<file path="config.mk">
export PLATFORM = sky130hd
export DESIGN_NAME = vga_timing
export DESIGN_NICKNAME = d
export VERILOG_FILES = /design/src/rtl/vga_pkg.sv /design/src/rtl/pixel_tick_gen.sv /design/src/rtl/vga_timing.sv
export SDC_FILE = /design/constraint.sdc
export NUM_CORES = 1
export LEC_CHECK = 0
export ABC_AREA = 1
export ABC_CLOCK_PERIOD_IN_PS = 1250
export CORE_MARGIN = 4
export CORE_UTILIZATION = 46
export DETAILED_ROUTE_END_ITERATION = 12
export PLACE_DENSITY = 0.75
export RECOVER_POWER = 50
export SLEW_MARGIN = 20
export SYNTH_ARGS = -nofsm -noshare
export SYNTH_HDL_FRONTEND = slang
export SYNTH_SLANG_ARGS = --single-unit
</file>
<file path="constraint.sdc">
create_clock -name clk -period 1.25 [get_ports clk]
set_input_delay 0.25 -clock clk [delete_from_list [all_inputs] [get_ports clk]]
set_output_delay 0.25 -clock clk [all_outputs]
set_load 0.02 [all_outputs]
</file>
<file path="src/rtl/vga_pkg.sv">
// Shared 640x480@60 timing constants, RGB pixel type and sync/blank bundle
// used by the VGA timing block and the render logic around it.
package vga_pkg;

  localparam int H_ACTIVE = 640;
  localparam int H_FP     = 16;
  localparam int H_SYNC   = 96;
  localparam int H_BP     = 48;
  localparam int V_ACTIVE = 480;
  localparam int V_FP     = 10;
  localparam int V_SYNC   = 2;
  localparam int V_BP     = 33;

  localparam int H_TOTAL  = H_ACTIVE + H_FP + H_SYNC + H_BP;
  localparam int V_TOTAL  = V_ACTIVE + V_FP + V_SYNC + V_BP;
  localparam int HS_START = H_ACTIVE + H_FP;
  localparam int HS_END   = HS_START + H_SYNC - 1;
  localparam int VS_START = V_ACTIVE + V_FP;
  localparam int VS_END   = VS_START + V_SYNC - 1;

  localparam int RGB_W = 12;
  typedef logic [RGB_W-1:0] rgb_t;

  // One pixel's worth of pin-side control, carried through the alignment pipe.
  typedef struct packed {
    logic hs;
    logic vs;
    logic vid;
  } sync_t;

  function automatic logic in_window(input logic [9:0] v,
                                     input logic [9:0] lo,
                                     input logic [9:0] hi);
    return (v >= lo) && (v <= hi);
  endfunction

endpackage

</file>
<file path="src/rtl/pixel_tick_gen.sv">
// Clock-enable divider: a one-clk p_tick every CLK_DIV system clocks,
// shared by every block that updates at pixel rate.
module pixel_tick_gen
  import vga_pkg::*;
#(
  parameter int CLK_DIV = 4
) (
  input  logic clk,
  input  logic reset,
  output logic p_tick
);

  localparam int DW = $clog2(CLK_DIV);
  localparam logic [DW-1:0] DIV_LAST = DW'(CLK_DIV - 1);

  logic [DW-1:0] div_q, div_d;
  logic          tick_q;

  always_comb begin
    div_d = div_q + DW'(1);
    if (div_q == DIV_LAST) div_d = '0;
  end

  // The tick is registered so it is exactly one clk wide and glitch-free.
  always_ff @(posedge clk) begin
    if (reset) begin
      div_q  <= '0;
      tick_q <= 1'b0;
    end else begin
      div_q  <= div_d;
      tick_q <= (div_q == DIV_LAST);
    end
  end

  assign p_tick = tick_q;

endmodule

</file>
<file path="src/rtl/vga_timing.sv">
// VGA raster timing: pixel/line counters, coordinates for the renderer, and
// a sync/blank delay line so colour and sync reach the connector together.
module vga_timing #(
  parameter int   CLK_DIV     = 4,
  parameter int   H_ACTIVE    = vga_pkg::H_ACTIVE,
  parameter int   H_FP        = vga_pkg::H_FP,
  parameter int   H_SYNC      = vga_pkg::H_SYNC,
  parameter int   H_BP        = vga_pkg::H_BP,
  parameter int   V_ACTIVE    = vga_pkg::V_ACTIVE,
  parameter int   V_FP        = vga_pkg::V_FP,
  parameter int   V_SYNC      = vga_pkg::V_SYNC,
  parameter int   V_BP        = vga_pkg::V_BP,
  parameter logic SYNC_ACTIVE = 1'b0,
  parameter int   RENDER_LAT  = 1
) (
  input  logic        clk,
  input  logic        reset,
  input  logic [11:0] rgb_in,
  output logic [9:0]  x,
  output logic [9:0]  y,
  output logic        video_on,
  output logic        p_tick,
  output logic        frame_tick,
  output logic        hsync,
  output logic        vsync,
  output logic [11:0] vga_rgb
);
  import vga_pkg::*;

  localparam logic [9:0] H_LAST = 10'(H_ACTIVE + H_FP + H_SYNC + H_BP - 1);
  localparam logic [9:0] V_LAST = 10'(V_ACTIVE + V_FP + V_SYNC + V_BP - 1);
  localparam logic [9:0] H_VIS  = 10'(H_ACTIVE);
  localparam logic [9:0] V_VIS  = 10'(V_ACTIVE);
  localparam logic [9:0] HS_LO  = 10'(H_ACTIVE + H_FP);
  localparam logic [9:0] HS_HI  = 10'(H_ACTIVE + H_FP + H_SYNC - 1);
  localparam logic [9:0] VS_LO  = 10'(V_ACTIVE + V_FP);
  localparam logic [9:0] VS_HI  = 10'(V_ACTIVE + V_FP + V_SYNC - 1);
  localparam sync_t SYNC_IDLE = '{hs: ~SYNC_ACTIVE, vs: ~SYNC_ACTIVE, vid: 1'b0};

  logic       tick;
  logic [9:0] h_q, h_d, v_q, v_d;
  logic [9:0] x_q, y_q;
  logic       vid_q, frame_q, hs_q, vs_q;
  rgb_t       rgb_q;
  sync_t      sync_now, pipe_out;

  pixel_tick_gen #(.CLK_DIV(CLK_DIV)) u_tick (
    .clk    (clk),
    .reset  (reset),
    .p_tick (tick)
  );

  always_comb begin
    h_d = h_q + 10'd1;
    v_d = v_q;
    if (h_q == H_LAST) begin
      h_d = '0;
      v_d = (v_q == V_LAST) ? '0 : v_q + 10'd1;
    end
  end

  always_comb begin
    sync_now.hs  = in_window(h_q, HS_LO, HS_HI) ? SYNC_ACTIVE : ~SYNC_ACTIVE;
    sync_now.vs  = in_window(v_q, VS_LO, VS_HI) ? SYNC_ACTIVE : ~SYNC_ACTIVE;
    sync_now.vid = (h_q < H_VIS) && (v_q < V_VIS);
  end

  // Delay sync/blank by the renderer's latency so they meet its colour.
  if (RENDER_LAT == 0) begin : g_bypass
    assign pipe_out = sync_now;
  end else begin : g_pipe
    sync_t pipe_q [RENDER_LAT];
    always_ff @(posedge clk) begin
      if (reset) begin
        for (int i = 0; i < RENDER_LAT; i++) pipe_q[i] <= SYNC_IDLE;
      end else if (tick) begin
        pipe_q[0] <= sync_now;
        for (int i = 1; i < RENDER_LAT; i++) pipe_q[i] <= pipe_q[i-1];
      end
    end
    assign pipe_out = pipe_q[RENDER_LAT-1];
  end

  // Coordinates present the pre-increment count; colour is masked in blanking.
  always_ff @(posedge clk) begin
    if (reset) begin
      h_q     <= '0;
      v_q     <= '0;
      x_q     <= '0;
      y_q     <= '0;
      vid_q   <= 1'b0;
      frame_q <= 1'b0;
      hs_q    <= ~SYNC_ACTIVE;
      vs_q    <= ~SYNC_ACTIVE;
      rgb_q   <= '0;
    end else begin
      frame_q <= 1'b0;
      if (tick) begin
        h_q     <= h_d;
        v_q     <= v_d;
        x_q     <= h_q;
        y_q     <= v_q;
        vid_q   <= sync_now.vid;
        frame_q <= (h_q == H_LAST) && (v_q == V_LAST);
        hs_q    <= pipe_out.hs;
        vs_q    <= pipe_out.vs;
        rgb_q   <= pipe_out.vid ? rgb_t'(rgb_in) : '0;
      end
    end
  end

  assign x          = x_q;
  assign y          = y_q;
  assign video_on   = vid_q;
  assign p_tick     = tick;
  assign frame_tick = frame_q;
  assign hsync      = hs_q;
  assign vsync      = vs_q;
  assign vga_rgb    = rgb_q;

endmodule

</file>
==> qor.csv <==
stage;metric;value;unit
floorplanning;IO Count;51;
floorplanning;# rows;27;
setup_path;Critical Path Fanout Max;4;
synthesis;Avg Cell Area, Syn;8.409;um2
synthesis;Cell variety after synth;36;
timing;max_slew headroom;0.7425;
timing;Least-Margin Pin Slew;0.3862;ns
place;Cells after DPL;463;
clocking;total clock sinks;62;
synthesis;top cells by area, synth;dfxtp_1 (44%), nand2_1 (9.1%), nor2_1 (5.2%);
timing;Tmin final;1.333;ns
route;final antenna-violating net count;0;
timing;period utilization;1.067;
synthesis;sequential area share after synthesis;0.4739;
job;max cap viols;0;
floorplanning;DIE HEIGHT;84.37;um
global_route;antenna violations before repair;0;
synthesis;cells after synthesis;319;
floorplanning;Initial Util;0.4813;
synthesis;Net Count, Synth;339;
power;Power Dens Cells;1042;nW/um2
synthesis;Synth Flop Type;dfxtp_1;
setup_path;CP Class;reg -> reg;
global_route;vias in the first global route;2215;
setup_path;CP required;1.48;ns
synthesis;Yosys warnings;0;
final_layout;Final Core Density;0.6552;
route;DRC;0;
place;hpwl dp;4.891;mm
run_status;status;complete, but fails checks;
global_route;GRT Total Usage;0.1867;
global_route;total congestion overflow;0;
setup_path;reg-to-reg slack, setup;-0.08;ns
clocking;CTS root buf;clkbuf_8;
setup_path;Crit. End Element;flip-flop;
floorplanning;die area;7117;um2
final_layout;nets@finish;426;
power;maximum vdd drop;0.6315;mV
clocking;Worst-path clk slew;0.07;ns
place;worst slack at placement;-0.2638;ns
synthesis;leading area contributor after synthesis;dfxtp_1;
min_path;Hold WC Path Type;reg -> reg;
place;Port Buffer Count;50;
final_layout;n_diodes;0;
clocking;clk buf depth;2;
floorplanning;core area;5574;um2
route;wire length per cell;13.76;um
route;First-pass DRT Iterations;4;
clocking;TritonCTS clock tree;yes;
final_layout;layout cell share with drive strength beyond 1;0.2871;
timing;Pins Over Slew Limit;0;
route;routed vias;2428;
timing;# setup viols final;13;
global_route;first-pass GRT wire length;10.67;mm
synthesis;Synth top area share;0.4403;
setup_path;CP startpoint kind;flip-flop;
timing;final hold vios;0;
timing;RSZ-0062 raised after global routing;true;
timing;Peak Freq;0.7499;GHz
synthesis;EDFF count, synth;3;
route;initial DRC count;109;
setup_path;Arr. time, crit path;1.56;ns
final_layout;P&R area growth vs syn;36.15;%
power;LEAKAGE;1.533;nW
clocking;clk_lat worst skew;0.34;ns
timing;final worst slack;-0.08346;ns
clocking;CTS buffer count;9;
timing;final setup skew;0.01086;ns
synthesis;ys async rst share;0;
final_layout;Non-Filler Instances;483;
timing;Final TNS setup;-0.5628;ns
synthesis;Post-Syn Area;2683;um2
floorplanning;Die W;84.37;um
route;Vias/cell;5.027;
global_route;largest net degree at the start of global routing;33;
clocking;hold bufs inserted after CTS;0;
clocking;H-tree depth;3;
synthesis;flops & latches, synth;62;
place;RePlAce Congestion;0.8957;
route;final wirelength;6.644;mm
timing;Hold Worst Slack;0.4365;ns
run_status;failing checks;setup timing;
[logic make-up (layout without fill, tap and decap cells)]
| logic type | count (synthesis) | count (layout) | synth area share |
|---|---|---|---|
| buffers and inverters | 46 | 138 | 0.07696 |
| XOR/XNOR | 4 | 4 | 0.01306 |
| flip-flops | 62 | 62 | 0.4739 |
| adder cells (fa/ha/maj) | 6 | 6 | 0.02798 |
| AND/OR/NAND/NOR | 145 | 145 | 0.2719 |
| AO/OA/AOI/OAI | 56 | 56 | 0.1362 |
[cells in the final DEF, fill, tap and decap left out, types with 12 or more instances in the layout]
cell,instances
nand2_1,63
dfxtp_1,50
buf_4,35
nor2_1,33
inv_1,22
o21ai_0,20
clkbuf_1,18
clkdlybuf4s50_1,13
a32o_1,12
a21oi_1,12
[state kept, by name (all words and copies together) (netlist names)]
register,cells
hsync,1
frame_tick,1
vga_rgb,12
x,10
video_on,1
h_q,10
y,10
vsync,1
u_tick.div_q,2
u_tick.p_tick,1
v_q,10
g_pipe.pipe_q,3
[routing by layer]
metal | global-route usage | vias up | wire length (um)
li1 | - | 1245 | -
met1 | 0.2518 | 1105 | 3208
met2 | 0.2848 | 66 | 2940
met3 | 0.05496 | 12 | 372
met4 | 0.06763 | 0 | 123
met5 | 0 | - | 0
[layout make-up]
| type | count | area (um2) |
|---|---|---|
| clock buffer | 11 | 151.4 |
| clock inverter | 5 | 32.53 |
| fill | 464 | 1922 |
| inverter | 33 | 131.4 |
| multi-input combinational | 211 | 1276 |
| sequential | 62 | 1290 |
| tap | 72 | 90.09 |
| timing repair buffer | 89 | 680.7 |
[what timing repair did]
item	CTS	global route
pin swaps	8	8
gates resized for setup	86	49
setup endpoints to repair	49	47
setup buffers	0	4
[per-stage QoR]
step | cell area [um2] | power [mW]
after floorplan | 2716 | 2.159
after global placement | 3508 | 2.250
after detailed placement | 3508 | 2.254
after CTS | 3720 | 3.835
after global routing | 3652 | 3.942
final | 3652 | 3.804
[synthesized netlist by cell type, drive strengths merged, types with 2 or more instances]
cell	n
xor2	3
nor3	8
o21ai	23
ha	6
nand2	70
nand4	9
clkbuf	2
buf	11
o22a	2
inv	32
dfxtp	59
a32o	12
nand3	12
nor2	45
a22o	2
a21oi	13
edfxtp	3
[critical path: stages, from the launching register on]
cell	delay, ns
dfxtp_4	0.37
inv_4	0.07
ha_4	0.13
nand2_1	0.06
nor2_2	0.12
nand4_1	0.15
nor2_2	0.17
nor2_4	0.06
nand2_1	0.06
nor2_1	0.04
[path summary, 6_finish.rpt]
path                                                    to  cells after the start                        from
worst min-delay path            u_tick.div_q[0]$_SDFF_PP0_                      1  u_tick.div_q[0]$_SDFF_PP0_
worst min register to register  u_tick.div_q[0]$_SDFF_PP0_                      1  u_tick.div_q[0]$_SDFF_PP0_
worst max register to register         v_q[9]$_SDFFE_PP0P_                      9         v_q[1]$_SDFFE_PP0P_
worst max-delay path                   v_q[9]$_SDFFE_PP0P_                      9         v_q[1]$_SDFFE_PP0P_
[power breakdown]
| part | internal, mW | switching, mW |
|---|---|---|
| clock network | 0.824 | 0.784 |
| registers | 2.00 | 0.0148 |
| logic | 0.0833 | 0.0943 |
(Power assumes the default switching activity.)
